<file path="config.mk">
export PLATFORM = sky130hd
export DESIGN_NAME = manchester_receiver
export DESIGN_NICKNAME = d
export VERILOG_FILES = /design/src/rtl/manchester_receiver.sv
export SDC_FILE = /design/constraint.sdc
export NUM_CORES = 1
export LEC_CHECK = 0
export CAP_MARGIN = 20
export CORE_MARGIN = 10
export CORE_UTILIZATION = 60
export CTS_CLUSTER_DIAMETER = 50
export DETAILED_ROUTE_END_ITERATION = 10
export PLACE_DENSITY = 0.82
export REMOVE_ABC_BUFFERS = 1
export SETUP_SLACK_MARGIN = 0.05
export SYNTH_ARGS = -nofsm -noshare
export SYNTH_HDL_FRONTEND = slang
export SYNTH_SLANG_ARGS = --single-unit
</file>
<file path="constraint.sdc">
create_clock -name aclk -period 5.6 [get_ports aclk]
set_input_delay 0.84 -clock aclk [delete_from_list [all_inputs] [get_ports aclk]]
set_output_delay 0.84 -clock aclk [all_outputs]
set_load 0.05 [all_outputs]
</file>
<file path="src/rtl/manchester_receiver.sv">
// Manchester line receiver: oversamples the line, recovers bit timing from mid-bit
// transitions, hunts preamble + sync word and delivers bytes through a one-beat output slot.
module manchester_receiver #(
  parameter int unsigned SPB          = 16,
  parameter int unsigned TOL          = 3,
  parameter int unsigned PREAMBLE_MIN = 8,
  parameter logic [7:0]  SYNC_WORD    = 8'hD5
) (
  input  logic       aclk,
  input  logic       areset,
  input  logic       serial_in,
  output logic [7:0] m_axis_tdata,
  output logic       m_axis_tvalid,
  input  logic       m_axis_tready,
  output logic       frame_active,
  output logic       eof,
  output logic       code_err,
  output logic       overrun
);

  localparam int unsigned CNT_MAX = SPB + TOL + 1;
  localparam int unsigned CW      = $clog2(CNT_MAX + 1);
  localparam int unsigned PW      = $clog2(PREAMBLE_MIN + 1);

  localparam logic [CW-1:0] MID_LO    = CW'(SPB - TOL);
  localparam logic [CW-1:0] MID_HI    = CW'(SPB + TOL);
  localparam logic [CW-1:0] BND_LO    = CW'(SPB / 2 - TOL);
  localparam logic [CW-1:0] BND_HI    = CW'(SPB / 2 + TOL);
  localparam logic [CW-1:0] CNT_SAT   = CW'(CNT_MAX);
  localparam logic [PW-1:0] PMIN_LAST = PW'(PREAMBLE_MIN - 1);

  typedef enum logic [1:0] {HUNT, ACQUIRE, SYNC, DATA} state_t;

  state_t          state, state_n;
  logic            sync1, sync2, prev;
  logic [CW-1:0]   cnt, cnt_n;
  logic [PW-1:0]   pcnt, pcnt_n;
  logic [7:0]      sreg, sreg_n, sreg_shift;
  logic [7:0]      byte_sr, byte_n;
  logic [2:0]      bitcnt, bitcnt_n;
  logic            byte_done, byte_done_n;
  logic            eof_n, err_n;
  logic            line_edge, is_mid, is_bnd, timeout;

  always_ff @(posedge aclk) begin
    if (areset) begin
      sync1 <= 1'b0;
      sync2 <= 1'b0;
      prev  <= 1'b0;
    end else begin
      sync1 <= serial_in;
      sync2 <= sync1;
      prev  <= sync2;
    end
  end

  assign line_edge = sync2 ^ prev;
  assign is_mid    = (cnt >= MID_LO) && (cnt <= MID_HI);
  assign is_bnd    = (cnt >= BND_LO) && (cnt <= BND_HI);
  assign timeout   = (cnt == CNT_SAT);

  always_ff @(posedge aclk) begin
    if (areset) begin
      state     <= HUNT;
      cnt       <= '0;
      pcnt      <= '0;
      sreg      <= '0;
      byte_sr   <= '0;
      bitcnt    <= '0;
      byte_done <= 1'b0;
      eof       <= 1'b0;
      code_err  <= 1'b0;
    end else begin
      state     <= state_n;
      cnt       <= cnt_n;
      pcnt      <= pcnt_n;
      sreg      <= sreg_n;
      byte_sr   <= byte_n;
      bitcnt    <= bitcnt_n;
      byte_done <= byte_done_n;
      eof       <= eof_n;
      code_err  <= err_n;
    end
  end

  // Timeout is tested before edge classification so eof and code_err stay exclusive.
  always_comb begin
    state_n     = state;
    cnt_n       = timeout ? cnt : cnt + 1'b1;
    pcnt_n      = pcnt;
    sreg_n      = sreg;
    byte_n      = byte_sr;
    bitcnt_n    = bitcnt;
    byte_done_n = 1'b0;
    eof_n       = 1'b0;
    err_n       = 1'b0;
    sreg_shift  = {sreg[6:0], sync2};
    unique case (state)
      HUNT: begin
        cnt_n = '0;
        if (line_edge) begin
          state_n = ACQUIRE;
          pcnt_n  = '0;
        end
      end
      ACQUIRE: begin
        if (timeout) begin
          state_n = HUNT;
          cnt_n   = '0;
        end else if (line_edge) begin
          cnt_n = '0;
          if (is_mid) begin
            pcnt_n = pcnt + 1'b1;
            if (pcnt == PMIN_LAST) begin
              state_n = SYNC;
              sreg_n  = '0;
            end
          end else begin
            pcnt_n = '0;
          end
        end
      end
      SYNC: begin
        if (timeout) begin
          state_n = HUNT;
          cnt_n   = '0;
        end else if (line_edge) begin
          if (is_mid) begin
            cnt_n  = '0;
            sreg_n = sreg_shift;
            if (sreg_shift == SYNC_WORD) begin
              state_n  = DATA;
              bitcnt_n = '0;
            end
          end else if (!is_bnd) begin
            err_n   = 1'b1;
            state_n = HUNT;
            cnt_n   = '0;
          end
        end
      end
      DATA: begin
        if (timeout) begin
          eof_n   = 1'b1;
          state_n = HUNT;
          cnt_n   = '0;
        end else if (line_edge) begin
          if (is_mid) begin
            cnt_n  = '0;
            byte_n = {byte_sr[6:0], sync2};
            if (bitcnt == 3'd7) begin
              byte_done_n = 1'b1;
              bitcnt_n    = '0;
            end else begin
              bitcnt_n = bitcnt + 1'b1;
            end
          end else if (!is_bnd) begin
            err_n   = 1'b1;
            state_n = HUNT;
            cnt_n   = '0;
          end
        end
      end
      default: state_n = HUNT;
    endcase
  end

  assign frame_active = (state == SYNC) || (state == DATA);

  always_ff @(posedge aclk) begin
    if (areset) begin
      m_axis_tdata  <= '0;
      m_axis_tvalid <= 1'b0;
      overrun       <= 1'b0;
    end else if (byte_done) begin
      if (!m_axis_tvalid || m_axis_tready) begin
        m_axis_tdata  <= byte_sr;
        m_axis_tvalid <= 1'b1;
      end else begin
        overrun <= 1'b1;
      end
    end else if (m_axis_tvalid && m_axis_tready) begin
      m_axis_tvalid <= 1'b0;
    end
  end

endmodule

</file>
==> impl_metrics.env, run 1 <==
export IMPL_status="finished, final reports clean"
export IMPL_io_pins=17
export IMPL_finalHoldViolCount=0
export IMPL_critical_path_max_stage_delay_ps=890
export IMPL_setup_worst_path_start_class="flip-flop"
export IMPL_cts_repair_resized=0
export IMPL_drc=0
export IMPL_postCtsSetupRepairBufs=0
export IMPL_io_buffers=16
export IMPL_fin_skew_ps=18.8
export IMPL_grt_usage=0.129
export IMPL_vias=1595
export IMPL_fill_cells=290
export IMPL_period_minus_slack_ps=2710
export IMPL_drive_gt1_frac=0.0546
export IMPL_period_share=0.484
export IMPL_avgSynthCellArea_sq_um=9.04
export IMPL_ys_seq_area_frac=0.439
export IMPL_power_density_nw_per_um2=239
export IMPL_p_leak_nw=0.896
export IMPL_grt_pass1_wl_microns=6620
export IMPL_grt_pass1_vias=1493
export IMPL_netlist_instances=227
export IMPL_synth_edff_count=0
export IMPL_cts_tree="yes"
export IMPL_cts_root_buffer="clkbuf_4"
export IMPL_internal_power_mw=0.425
export IMPL_dieHeight_microns=78.5
export IMPL_final_area_sq_um=2300
export IMPL_first_iter_violations=127
export IMPL_ctsLongestPathBuffers=2
export IMPL_synth_ff_type="dfxtp_1"
export IMPL_num_nets_final=247
export IMPL_stdcell_count=284
export IMPL_hp_class="flip-flop to flip-flop"
export IMPL_wl_microns=3870
export IMPL_cts_buffers_inserted=5
export IMPL_worstPathArrival_ps=1870
export IMPL_ys_top_cells_by_area="dfxtp_1 (44%), mux2i_1 (7.8%), nor2_1 (6.4%), a21oi_1 (4.4%), o21ai_0 (4.1%)"
export IMPL_cp_cell_sequence="clkdlybuf4s50_1"
export IMPL_seqPwrFrac=0.595
export IMPL_std_cell_rows=21
export IMPL_critPathMaxFanout=12
export IMPL_synth_top_cell_area_share=0.439
export IMPL_start_util=0.620
export IMPL_cp_buffers_inverters=1
export IMPL_yosys_area_top_type="dfxtp_1"
export IMPL_core_area_sq_um=3310
export IMPL_grt_remaining_overflow=0
export IMPL_switching_power_mw=0.123
export IMPL_ys_seq_elements=45
export IMPL_grt_max_degree=42
export IMPL_ys_top_cells_by_count="dfxtp_1 (45), nor2_1 (35), a21oi_1 (18), o21ai_0 (17), mux2i_1 (16)"
export IMPL_clkPwrFrac=0.363
export IMPL_ir_drop_mv=0.149
export IMPL_cts_hold_buf=0
export IMPL_hold_ws_ps=454
export IMPL_rsz0062_at_grt="false"
export IMPL_clk_latency_ps=360
export IMPL_gp_congestion=0.897
export IMPL_htree_levels=2
export IMPL_path_class="flip-flop to output pin"
export IMPL_dp_cells=276
export IMPL_worst_pin_slew_ps=640
export IMPL_slowest_stage="clkdlybuf4s50_1"
export IMPL_switching_share=0.224
export IMPL_synth_warnings=0
export IMPL_ys_types=47
export IMPL_hpwlAfterDp_microns=2700
export IMPL_slew_headroom=0.569
export IMPL_drv_cap=0
export IMPL_cp_top_family="buffers and inverters"
export IMPL_antenna_found_initial=0
export IMPL_area_delta_synth_final_pct=11.9
export IMPL_max_freq_ghz=0.369
export IMPL_slew_violations=0
export IMPL_syn_cell_area_sq_um=2050
export IMPL_dpl_cell_area_sq_um=2220
export IMPL_wire_per_inst_microns=13.6
export IMPL_dr_pass1_iters=4
export IMPL_cts_sinks=45
export IMPL_drtAntennaViolNets=0
export IMPL_yosysMostFrequentCell="dfxtp_1"
export IMPL_finalSetupViolations=0
export IMPL_ys_async_sr_fraction=0
export IMPL_combPwrFrac=0.042
export IMPL_n_antenna_cell=0
export IMPL_cp_required_ps=4760
export IMPL_viasPerCell=5.62
export IMPL_tns_ps=0
export IMPL_die_area_sq_um=6160
export IMPL_clk_pin_slew_ps=140
export IMPL_endpoint_kind="output pin"
export IMPL_dieWidth_microns=78.5
## routing by layer
metal  GRT usage  vias to the layer above  wire length (microns)
met5           0                        -                      0
met4      0.0663                        0                     59
met3      0.0376                        5                    163
met2       0.206                       32                   1790
met1       0.153                      733                   1850
li1            -                      825                      -
## power by group through the flow
stage	combinational [mW]	clock [mW]	sequential [mW]
floorplan	0.0125	0	0.333
global placement	0.0227	0	0.333
detailed placement	0.0229	0	0.333
CTS	0.0229	0.206	0.326
global route	0.0255	0.218	0.327
finish	0.0229	0.199	0.326
## layout make-up
| cell class | instances | area, sq um | share of cell area |
|---|---|---|---|
| Timing Repair Buffer | 17 | 168 | 0.0730 |
| Tap cell | 46 | 57.6 | 0.0251 |
| Clock inverter | 2 | 38.8 | 0.0169 |
| Clock buffer | 6 | 41.3 | 0.0180 |
| Inverter | 7 | 26.3 | 0.0114 |
| Sequential cell | 45 | 901 | 0.392 |
| Multi-Input combinational cell | 161 | 1060 | 0.463 |
## final timing paths
path	start	slack (ps)	to	cells past startpoint
hold / removal	sync1$_SDFF_PP0_	450	sync2$_SDFF_PP0_	1
setup reg to reg	cnt[0]$_SDFF_PP0_	3240	state[0]$_SDFFE_PP0P_	6
hold reg to reg	sync1$_SDFF_PP0_	450	sync2$_SDFF_PP0_	1
setup / recovery	state[1]$_SDFFE_PP0P_	2890	frame_active	1
## kinds of logic (layout without fill, tap and decap cells)
group / after synthesis / after routing / synth area share
mux: 16 / 16 / 0.0780
fa+ha+maj: 6 / 6 / 0.0366
flops: 45 / 45 / 0.439
compound gates: 54 / 54 / 0.174
simple gates: 80 / 80 / 0.208
buf+inv: 21 / 32 / 0.0427
xor+xnor: 5 / 5 / 0.0213
## layout by cell type (no fill, tap or decap), types with 5 or more instances in the layout
cell type        instances
dfxtp_1                 45
nor2_1                  35
a21oi_1                 18
o21ai_0                 17
mux2i_1                 16
clkdlybuf4s50_1         16
nand2_1                 11
inv_1                    7
ha_1                     6
nor2b_1                  5
clkbuf_4                 5
## state kept, by name, summed over array words and instances (netlist names), 2 cells and up
signal	flops
byte_sr	8
m_axis_tdata	8
sreg	7
cnt	5
pcnt	4
bitcnt	3
state	2
## per-stage QoR
| stage | util | setup slack (ps) | total power [mW] |
|---|---|---|---|
| after CTS | 0.694 | 2900 | 0.555 |
| after floorplan | - | 3400 | 0.345 |
| final | 0.694 | 2890 | 0.548 |
| after detailed placement | 0.669 | 3220 | 0.356 |
| after global routing | 0.694 | 2830 | 0.570 |
| after global placement | 0.669 | 3300 | 0.356 |
(Power assumes the default switching activity.)
==> inputs of run 2 (changes only) <==
CORE_UTILIZATION = 57   (was 60)
PLACE_DENSITY = 0.79   (was 0.82)
clock period = 2.5 ns   (was 5.6 ns; I/O delays follow)
==> run 2 against run 1 <==
Register-to-register slack got worse by 3000 ps. Final area up 1.0%. Clock skew shrank 7.9 ps. First-iteration DRC count rose by 34%. Largest power group unchanged. Critical endpoint is now state[0]$_SDFFE_PP0P_. Worst hold slack improved by 11 ps. Largest cell class unchanged.
==> impl_metrics.env, run 2 (synthesis gave the netlist of run 1 again) <==
export IMPL_final_area_sq_um=2320
export IMPL_htree_levels=2
export IMPL_fill_cells=286
export IMPL_rsz0062_at_grt="false"
export IMPL_ctsLongestPathBuffers=2
export IMPL_grt_pass1_vias=1555
export IMPL_first_iter_violations=170
export IMPL_worstPathArrival_ps=2520
export IMPL_grtUsageMet2=0.217
export IMPL_num_nets_final=250
export IMPL_clk_latency_ps=370
export IMPL_p_leak_nw=0.910
export IMPL_max_freq_ghz=0.444
export IMPL_wl_microns=4270
export IMPL_wire_per_inst_microns=14.9
export IMPL_largestRegisters="byte_sr: 8 flops, m_axis_tdata: 8 flops, sreg: 7 flops"
export IMPL_final_common_cell="dfxtp_1"
export IMPL_io_pins=17
export IMPL_start_util=0.601
export IMPL_grt_max_degree=28
export IMPL_critPathMaxFanout=10
export IMPL_critical_path_max_stage_delay_ps=580
export IMPL_gp_congestion=0.840
export IMPL_stdcell_count=286
export IMPL_dieWidth_microns=80
export IMPL_status="finished, final reports clean"
export IMPL_finalSetupViolations=0
export IMPL_final_cell_mix="dfxtp_1 (45), nor2_1 (35), o21ai_0 (17), a21oi_1 (17)"
export IMPL_hp_class="flip-flop to flip-flop"
export IMPL_grt_use_met3=0.0372
export IMPL_worst_pin_slew_ps=667
export IMPL_cts_sinks=45
export IMPL_grt_remaining_overflow=0
export IMPL_clk_pin_slew_ps=130
export IMPL_finalHoldViolCount=0
export IMPL_drv_cap=0
export IMPL_drive_gt1_frac=0.0750
export IMPL_cts_root_buffer="clkbuf_4"
export IMPL_dr_pass1_iters=4
export IMPL_clkPwrFrac=0.352
export IMPL_io_buffers=16
export IMPL_p_total_mw=1.21
export IMPL_combPwrFrac=0.045
export IMPL_dieHeight_microns=80
export IMPL_dpl_cell_area_sq_um=2240
export IMPL_die_area_sq_um=6400
export IMPL_path_class="flip-flop to flip-flop"
export IMPL_vias=1625
export IMPL_cp_top_family="simple AND/OR/NAND/NOR gates"
export IMPL_grt_pass1_wl_microns=7110
export IMPL_internal_power_mw=0.944
export IMPL_cp_required_ps=2770
export IMPL_drtAntennaViolNets=0
export IMPL_grt_usage=0.139
export IMPL_switching_share=0.220
export IMPL_seqPwrFrac=0.604
export IMPL_switching_power_mw=0.266
export IMPL_slew_headroom=0.551
export IMPL_ir_drop_mv=0.376
export IMPL_viasPerCell=5.68
export IMPL_tns_ps=0
export IMPL_antenna_found_initial=0
export IMPL_slew_violations=0
export IMPL_area_delta_synth_final_pct=13.0
export IMPL_grt_busiest_layer="met2"
export IMPL_hold_ws_ps=465
export IMPL_pre_cts_ws_ps=140
export IMPL_cts_tree="yes"
export IMPL_cts_buffers_inserted=5
export IMPL_core_area_sq_um=3420
export IMPL_finish_utilization=0.679
export IMPL_postCtsSetupRepairBufs=0
export IMPL_use_met1=0.171
export IMPL_std_cell_rows=21
export IMPL_n_antenna_cell=0
export IMPL_setup_ws_ps=248
export IMPL_endpoint_kind="flip-flop"
export IMPL_hpwlAfterDp_microns=3020
export IMPL_power_density_nw_per_um2=522
export IMPL_fin_skew_ps=10.9
export IMPL_period_minus_slack_ps=2250
export IMPL_period_share=0.901
export IMPL_slowest_stage="or4b_4"
export IMPL_cp_cell_sequence="ha_1 > and3b_1 > or4b_4 > a2111o_1 > a21oi_1 > a211oi_1"
export IMPL_setup_worst_path_start_class="flip-flop"
export IMPL_drc=0
export IMPL_dp_cells=279
export IMPL_cp_buffers_inverters=0
## run 2: cell type report
type	instances	area [sq um]	area share
multi-input cells	161	1070	0.462
flip-flops and latches	45	901	0.388
repair buffers	20	190	0.0820
well taps	46	57.6	0.0248
clock buffers	5	37.5	0.0162
clock inverters	2	35.0	0.0151
inverters	7	26.3	0.0113
## run 2: worst paths after layout
path	from	end	slack, ps	depth (start not counted)
min	sreg[0]$_SDFFE_PP0P_	sreg[1]$_SDFFE_PP0P_	470	2
max	cnt[0]$_SDFF_PP0_	state[0]$_SDFFE_PP0P_	250	6
max reg2reg	cnt[0]$_SDFF_PP0_	state[0]$_SDFFE_PP0P_	250	6
min reg2reg	sreg[0]$_SDFFE_PP0P_	sreg[1]$_SDFFE_PP0P_	470	2
## run 2: worst reg2reg max path: cells and delay by family (launching register included)
| family | cells | cell delay (ps) |
|---|---|---|
| AO/OA/AOI/OAI | 3 | 640 |
| adder cells (fa/ha/maj) | 1 | 250 |
| flip-flops | 1 | 460 |
| AND/OR/NAND/NOR | 2 | 800 |
## run 2: routing by layer
layer	part of all wire	vias up
li1	-	834
met1	0.48	763
met2	0.46	20
met3	0.038	8
met4	0.017	0
met5	0	-
## run 2: power groups by stage
stage | Sequential, mW | Clock (mW) | Combinational [mW]
after floorplan | 0.745 | 0 | 0.0280
after global placement | 0.746 | 0 | 0.0525
after detailed placement | 0.747 | 0 | 0.0532
after CTS | 0.730 | 0.431 | 0.0536
after global routing | 0.733 | 0.461 | 0.0598
final | 0.731 | 0.426 | 0.0544
## run 2: timing repair
| item | in CTS | in global routing |
|---|---|---|
| resized for setup | 0 | 3 |
| hold buffers | 0 | 0 |
| endpoints found under the setup margin | 0 | 11 |
